==> src/rtl/gx4000_pkg.sv <==
// Shared types and constants for the GX4000 Plus ASIC unlock sequence detector.
// Holds the FSM state type, the 15-entry unlock key and the final unlock byte.
package gx4000_pkg;

   typedef enum logic [1:0] {
      ST_IDLE  = 2'd0,
      ST_SYNC  = 2'd1,
      ST_MATCH = 2'd2,
      ST_FINAL = 2'd3
   } unlock_state_e;

   localparam int KEY_MAX = 15;

   // Key bytes after the 0x00 sync byte; the last entry is padding
   localparam logic [7:0] KEY [0:KEY_MAX-1] = '{
      8'hFF, 8'h77, 8'hB3, 8'h51, 8'hA8, 8'hD4, 8'h62, 8'h39,
      8'h9C, 8'h46, 8'h2B, 8'h15, 8'h8A, 8'hCD, 8'h00
   };

   localparam logic [7:0] UNLOCK_BYTE = 8'hEE;

endpackage

==> src/rtl/gx4000_sat_counter.sv <==
// Saturating up-counter used to count completed unlock key sequences.
// Holds at all-ones instead of wrapping.
module gx4000_sat_counter #(
   parameter int W = 8
) (
   input  logic         clk_sys,
   input  logic         reset,
   input  logic         inc,
   output logic [W-1:0] count
);

   // NOTE: sequential state uses non-blocking assignments so every flop samples pre-edge values.
   always_ff @(posedge clk_sys or posedge reset) begin
      if (reset) begin
         count <= '0;
      end else if (inc && (count != '1)) begin
         count <= count + W'(1);
      end
   end

endmodule

==> src/rtl/gx4000_asic_unlock.sv <==
// Watches CPU writes to the Plus ASIC port and enables the ASIC register page once the
// sync byte, the key bytes and the final unlock byte arrive in order.
module gx4000_asic_unlock
   import gx4000_pkg::*;
#(
   parameter int         KEY_LEN = 15,
   parameter logic [7:0] PORT_HI = 8'hBC,
   parameter bit         STICKY  = 1'b0,
   parameter int         CNT_W   = 8
) (
   input  logic             clk_sys,
   input  logic             reset,
   input  logic             plus_mode,
   input  logic [15:0]      io_addr,
   input  logic [7:0]       io_data,
   input  logic             io_wr,
   output logic             unlocked,
   output logic             unlock_pulse,
   output logic             lock_pulse,
   output logic [3:0]       seq_pos,
   output logic [CNT_W-1:0] attempt_count
);

   localparam logic [3:0] LAST_IDX = 4'(KEY_LEN - 1);

   unlock_state_e state, state_nxt;
   logic [3:0]    idx, idx_nxt;
   logic          unlocked_nxt;
   logic          accept;
   logic          zero_byte;
   logic          key_hit;
   logic          final_write;
   logic          unused_addr_lo;

   // The low address byte does not take part in port decoding
   assign unused_addr_lo = ^io_addr[7:0];

   assign accept      = io_wr && plus_mode && (io_addr[15:8] == PORT_HI);
   assign zero_byte   = (io_data == 8'h00);
   assign key_hit     = (io_data == KEY[idx]);
   assign final_write = accept && (state == ST_FINAL);

   always_comb begin
      // NOTE: every output of this block gets a default first, so no path can infer a latch.
      state_nxt    = state;
      idx_nxt      = idx;
      unlocked_nxt = unlocked;

      if (!plus_mode) begin
         state_nxt    = ST_IDLE;
         idx_nxt      = '0;
         unlocked_nxt = 1'b0;
      end else if (accept) begin
         unique case (state)
            ST_IDLE: begin
               if (!zero_byte) state_nxt = ST_SYNC;
            end
            ST_MATCH: begin
               if (key_hit) begin
                  if (idx == LAST_IDX) begin
                     state_nxt = ST_FINAL;
                     idx_nxt   = '0;
                  end else begin
                     idx_nxt = idx + 4'd1;
                  end
               end else begin
                  state_nxt = zero_byte ? ST_MATCH : ST_SYNC;
                  idx_nxt   = '0;
               end
            end
            ST_FINAL: begin
               unlocked_nxt = (io_data == UNLOCK_BYTE) || (STICKY && unlocked);
               state_nxt    = zero_byte ? ST_MATCH : ST_SYNC;
               idx_nxt      = '0;
            end
            // SYNC waits for a zero byte; a nonzero byte leaves it in SYNC
            default: begin
               state_nxt = zero_byte ? ST_MATCH : ST_SYNC;
               idx_nxt   = '0;
            end
         endcase
      end
   end

   always_ff @(posedge clk_sys or posedge reset) begin
      if (reset) begin
         state        <= ST_IDLE;
         idx          <= '0;
         unlocked     <= 1'b0;
         unlock_pulse <= 1'b0;
         lock_pulse   <= 1'b0;
         seq_pos      <= '0;
      end else begin
         state        <= state_nxt;
         idx          <= idx_nxt;
         unlocked     <= unlocked_nxt;
         unlock_pulse <= unlocked_nxt && !unlocked;
         lock_pulse   <= !unlocked_nxt && unlocked;
         seq_pos      <= (state_nxt == ST_MATCH) ? idx_nxt : 4'd0;
      end
   end

   gx4000_sat_counter #(
      .W(CNT_W)
   ) u_attempts (
      .clk_sys(clk_sys),
      .reset  (reset),
      .inc    (final_write),
      .count  (attempt_count)
   );

endmodule

==> config.mk <==
export PLATFORM = sky130hd
export DESIGN_NAME = gx4000_asic_unlock
export DESIGN_NICKNAME = d
export VERILOG_FILES = /design/src/rtl/gx4000_pkg.sv /design/src/rtl/gx4000_sat_counter.sv /design/src/rtl/gx4000_asic_unlock.sv
export SDC_FILE = /design/constraint.sdc
export NUM_CORES = 1
export LEC_CHECK = 0
export BUFFER_PORTS_ARGS = -buffer_cell sky130_fd_sc_hd__buf_2
export CAP_MARGIN = 20
export CELL_PAD_IN_SITES_DETAIL_PLACEMENT = 1
export CELL_PAD_IN_SITES_GLOBAL_PLACEMENT = 1
export CORE_MARGIN = 2
export CORE_UTILIZATION = 41
export DETAILED_ROUTE_END_ITERATION = 10
export HOLD_SLACK_MARGIN = 0.03
export PLACE_DENSITY_LB_ADDON = 0.1
export SYNTH_ARGS = -nofsm -noshare
export SYNTH_HDL_FRONTEND = slang
export SYNTH_SLANG_ARGS = --single-unit
==> constraint.sdc <==
create_clock -name clk_sys -period 5.07 [get_ports clk_sys]
set_clock_uncertainty 0.2 [all_clocks]
set_input_delay 1.014 -clock clk_sys [delete_from_list [all_inputs] [get_ports clk_sys]]
set_output_delay 1.014 -clock clk_sys [all_outputs]
set_load 0.01 [all_outputs]
==> results.yml, run 1 <==
setup_path:
  r2r-end: "idx[0]"
  cp_cell_sequence: "inv_1 -> ha_1 -> mux4_2 -> a22o_1 -> nor4_2 -> nand4_1 -> or3_1 -> a21boi_2"
  required_ns: 5.11
  critPathSlowestCell: "dfrtp_1"
  r2r-start: "idx[0]"
  startpoint_type: "flip-flop"
  end_kind: "flip-flop"
  cp-startpoint: "idx[0]"
  r2r_cells: 8
  path_max_fanout: 10
  arrival_ns: 3.15
  r2r_setup_slack_ns: 1.96
  critPathKind: "flip-flop to flip-flop"
  slowest_delay_ns: 0.57
finish:
  fillers: 404
  fin_area_mm2: 0.00168
  final_nets: 222
  drive_gt1_share_pct: 24.9
  seq_area_um2: 526
  insertedDiodeCount: 0
  final_core_util_pct: 49.6
  final_cells: 231
  final_common_cell: "buf_2"
  syn2layout_area_growth_pct: 14.6
  multi_input_area_um2: 876
  final_cell_mix: "buf_2, dfrtp_1, nand2_1"
drt:
  vias_per_cell: 5.31
  dr_total_vias: 1227
  wl_met2_mm: 1.93
  met3WireLength_um: 66
  drc: 0
  dr.pass1.iters: 4
  first_iter_violations: 71
  wl_per_cell_um: 15.1
  top_layer_used: "met4"
  ant_nets: 0
  drt-met1-wl_mm: 1.46
  routed_wl_mm: 3.49
sta:
  min_period_ns: 3.11
  rsz0062_at_grt: "false"
  final-setup-viol-count: 0
  fin_crit_sh_pct: 61.3
  max_freq_ghz: 0.322
  setup_ws_ns: 1.96
  fin_tns_setup_ns: 0
  tightest_slew_ns: 0.785
  worst_hold_slack_ns: 0.298
  slew_headroom_pct: 47.6
  finalHoldViolCount: 0
  drv_slew: 0
placed_design:
  dp.cells: 227
  port_buffers: 34
  dpl_cell_area_mm2: 0.00166
  pre_cts_ws_ns: 1.76
  routabilityCongestion: 0.762
  dpl.hpwl_mm: 2.75
clock_network:
  clk-insertion-delay-late_ns: 0.30
  cts_max_level: 1
  clockBufferDepth: 2
  cts_tree: "built"
  clock-root-buffer: "clkbuf_4"
  hold_buffers: 0
  post_cts_buffers: 0
  ctsResizeCount: 0
  path_clk_slew_ns: 0.12
  clock-sinks: 21
  cts-buffers-inserted: 3
synth:
  synth_top_area_share_pct: 35.8
  ys_ff_latch: 21
  async_reset_ff_share_pct: 100
  synth_fp_nets: 190
  synth_cells: 154
  synth_warnings: 0
  synth.avg_cell_area_um2: 9.54
  synthFlopType: "dfrtp_1"
  synth_edf_count: 0
  syn_area_mm2: 0.00147
  ys_types: 45
  synth_seq_area_share_pct: 35.8
  yosys.area.top_type: "dfrtp_1"
  synth.area.top_cells: "dfrtp_1, xnor2_1, ha_1, mux2i_1, nand2_1"
grt:
  grt_first_pass_wirelength_mm: 5.82
  grt_pass1_vias: 1288
  grt_overflow: 0
  antenna_found_initial: 0
  gr-usage-all-layers_pct: 18.1
  grt_max_degree: 22
worst_hold_path:
  hp-class: "flip-flop to flip-flop"
  min_from: "u_attempts.count[4]"
  hold_path_depth: 1
  holdPathEnd: "u_attempts.count[4]"
power_and_ir_drop:
  leakage_nw: 0.778
  p_per_area_mw_per_mm2: 159
  irDropWorstVdd_mv: 0.134
  total_power_uw: 268
job:
  max_cap_viol_count: 0
die:
  rows: 21
  dieWidth_um: 63.9
  initial_core_util_pct: 43.3
  ioPinCount: 43
  chipHeight_um: 63.9
  core_area_mm2: 0.00339
  die_area_mm2: 0.00408
run_status:
  outcome: "completed"
-- where the power goes --
group          switching (mW)  total [mW]  internal, mW  leakage, nW
clock                  0.0478      0.0771        0.0294       0.0177
combinational          0.0129      0.0231        0.0102        0.467
sequential          0.0000103       0.167         0.167        0.294
total                  0.0607       0.268         0.207        0.778
-- synthesized netlist by cell type, types with 4 or more instances --
cell,number
xnor2_1,12
mux2i_1,6
nand2_1,13
inv_1,7
xor2_1,4
nor2_1,5
dfrtp_1,21
nand4_1,6
o21ai_0,9
ha_1,8
nor2b_1,7
-- worst max-delay path: cells and delay by family, from the launching register on --
| family | cells | cell delay [ns] |
|---|---|---|
| compound gates | 2 | 0.42 |
| fa+ha+maj | 1 | 0.36 |
| buf+inv | 1 | 0.15 |
| flops | 1 | 0.57 |
| mux | 1 | 0.53 |
| simple gates | 3 | 0.81 |
-- metal layers --
metal	up-vias	GRT usage, %
met5	-	0
met4	0	6.52
met3	4	1.41
met2	14	34.5
met1	599	21.0
li1	610	-
-- area by class of cell --
type | instances | share of cell area, %
Clock buffer | 3 | 1.34
Clock inverter | 1 | 0.297
Inverter | 7 | 1.56
Multi-Input combinational cell | 119 | 52.0
Sequential cell | 21 | 31.2
Tap cell | 46 | 3.42
Timing Repair Buffer | 34 | 10.1
-- cells by family after synthesis --
kind of cell / after synthesis / synth area share (%)
and+or+nand+nor: 60 / 24.1
adders and majority gates: 8 / 6.81
AOI/OAI and AO/OA: 27 / 12.8
DFF: 21 / 35.8
xor gates and xnor gates: 16 / 9.54
buffers and inverters: 14 / 4.60
muxes: 8 / 6.39
-- worst max path at each step --
stage | endpoint | slack [ns] | cells past startpoint
5_1_grt | idx[0] | 1.75 | 9
2_1_floorplan | idx[0] | 2.25 | 8
3_3_place_gp | u_attempts.count[3] | 1.88 | 8
6_report | idx[0] | 1.96 | 8
3_5_place_dp | u_attempts.count[3] | 1.76 | 8
4_1_cts | idx[0] | 1.96 | 8
-- flip-flops by register name, indices dropped and copies added, names as in the netlist --
signal            flops
seq_pos               4
unlock_pulse          1
state                 2
idx                   4
u_attempts.count      8
lock_pulse            1
unlocked              1
Note: power is estimated with default switching activity, not from simulation.
==> inputs of run 2 (changes only) <==
--- a/config.mk
+++ b/config.mk
@@ -10,7 +10,7 @@
 export CELL_PAD_IN_SITES_DETAIL_PLACEMENT = 1
 export CELL_PAD_IN_SITES_GLOBAL_PLACEMENT = 1
 export CORE_MARGIN = 2
-export CORE_UTILIZATION = 41
+export CORE_UTILIZATION = 38
 export DETAILED_ROUTE_END_ITERATION = 10
 export HOLD_SLACK_MARGIN = 0.03
 export PLACE_DENSITY_LB_ADDON = 0.1
==> constraint.sdc (replaced) <==
create_clock -name clk_sys -period 3.15 [get_ports clk_sys]
set_clock_uncertainty 0.2 [all_clocks]
set_input_delay 0.63 -clock clk_sys [delete_from_list [all_inputs] [get_ports clk_sys]]
set_output_delay 0.63 -clock clk_sys [all_outputs]
set_load 0.01 [all_outputs]
==> results.yml, run 2 (synthesis gave the netlist of run 1 again) <==
clock_network:
  clock-root-buffer: "clkbuf_8"
  cts_max_level: 1
  clock-sinks: 21
  clockBufferDepth: 2
  hold_buffers: 0
  path_clk_slew_ns: 0.07
  cts-buffers-inserted: 3
  cts_tree: "built"
  clk-insertion-delay-late_ns: 0.26
finish:
  final_cell_mix: "buf_2, dfrtp_1, nand2_1"
  final_core_util_pct: 47.1
  regMostFlops: "u_attempts.count"
  drive_gt1_share_pct: 26.5
  reg.largest.list: "u_attempts.count (8), idx (4), seq_pos (4)"
  multi_input_area_um2: 881
  final_nets: 226
  final_common_cell: "buf_2"
  seq_area_um2: 526
  largest_reg_flops: 8
  insertedDiodeCount: 0
  syn2layout_area_growth_pct: 18.3
  fillers: 454
sta:
  finalHoldViolCount: 0
  fin_tns_setup_ns: 0
  fin_crit_sh_pct: 91.5
  tightest_slew_ns: 0.762
  min_period_ns: 2.88
  slew_headroom_pct: 49.1
  rsz0062_at_grt: "false"
  max_freq_ghz: 0.347
  worst_hold_slack_ns: 0.294
  drv_slew: 0
  final-setup-viol-count: 0
run_status:
  outcome: "completed"
power_and_ir_drop:
  irDropWorstVdd_mv: 0.217
  p_per_area_mw_per_mm2: 276
  p_switching_uw: 103
  internal_power_uw: 376
  leakage_nw: 0.804
  switching_share_pct: 21.5
  p_clk_share_pct: 35.9
  total_power_uw: 479
  p_comb_share_pct: 7.8
  seq_power_share_pct: 56.3
job:
  max_cap_viol_count: 0
drt:
  ant_nets: 0
  first_iter_violations: 46
  dr.pass1.iters: 4
  dr_total_vias: 1250
  drc: 0
  wl_per_cell_um: 15.3
  routed_wl_mm: 3.62
  vias_per_cell: 5.27
setup_path:
  end_kind: "flip-flop"
  cp_cell_sequence: "buf_4 -> ha_1 -> xor2_1 -> o31ai_2 -> o21ai_0 -> nor4_2 -> nand4_1 -> or3_1 -> a21boi_2"
  path_buf_inv: 1
  required_ns: 3.14
  critPathKind: "flip-flop to flip-flop"
  critPathSlowestCell: "or3_1"
  path_max_fanout: 9
  crit_family: "simple AND/OR/NAND/NOR gates"
  arrival_ns: 2.87
  startpoint_type: "flip-flop"
  slowest_delay_ns: 0.42
  r2r_setup_slack_ns: 0.27
die:
  initial_core_util_pct: 39.8
  ioPinCount: 43
  chipHeight_um: 66.2
  die_area_mm2: 0.00438
  rows: 22
  dieWidth_um: 66.2
  core_area_mm2: 0.00369
worst_hold_path:
  hp-class: "input pin to asynchronous set/reset pin"
grt:
  grt_max_degree: 22
  grt_first_pass_wirelength_mm: 6.09
  grt_overflow: 0
  antenna_found_initial: 0
  grt_pass1_vias: 1300
  gr-usage-all-layers_pct: 18.4
placed_design:
  routabilityCongestion: 0.709
  dpl.hpwl_mm: 2.95
  port_buffers: 34
[run 2: path summary, 6_finish.rpt]
path | startpoint | to | depth (start not counted)
worst max register to register | idx[0] | idx[0] | 9
max in group asynchronous | reset | lock_pulse | 2
worst min register to register | u_attempts.count[4] | u_attempts.count[4] | 1
worst max-delay path | idx[0] | idx[0] | 9
min in group clk_sys | u_attempts.count[4] | u_attempts.count[4] | 1
worst min-delay path | reset | u_attempts.count[2] | 2
[run 2: repair_timing]
| action | 4_1_cts | 5_1_grt |
|---|---|---|
| hold endpoints to repair | 0 | 0 |
| buffers inserted | 0 | 0 |
| endpoints found under the setup margin | 0 | 1 |
| resized for setup | 0 | 1 |
[run 2: routing by layer]
| layer | global-route usage (%) | part of all wire (%) |
|---|---|---|
| met4 | 6.12 | 1.4 |
| met5 | 0 | 0 |
| met1 | 21.5 | 43 |
| met3 | 2.04 | 1.9 |
| met2 | 34.5 | 54 |
[run 2: metrics by stage]
step | cells | setup slack, ns | instance area (um^2)
after floorplan | 154 | 0.480 | 1470
after global placement | 233 | 0.335 | 1690
after detailed placement | 233 | 0.278 | 1690
after CTS | 237 | 0.256 | 1730
after global routing | 237 | 0.0853 | 1740
final | 237 | 0.266 | 1740
[run 2: power groups by stage]
stage          sequential [mW]  clock [mW]  combinational (mW)
6_report                 0.270       0.172              0.0374
5_1_grt                  0.269       0.189              0.0417
4_1_cts                  0.269       0.176              0.0376
3_5_place_dp             0.275           0              0.0375
3_3_place_gp             0.275           0              0.0354
2_1_floorplan            0.275           0              0.0184
[run 2: layout make-up]
type	count	area share (%)
Clock buffer	4	2.59
Inverter	7	1.51
Multi-Input combinational cell	119	50.7
Sequential cell	21	30.2
Tap cell	48	3.46
Timing Repair Buffer	38	11.5
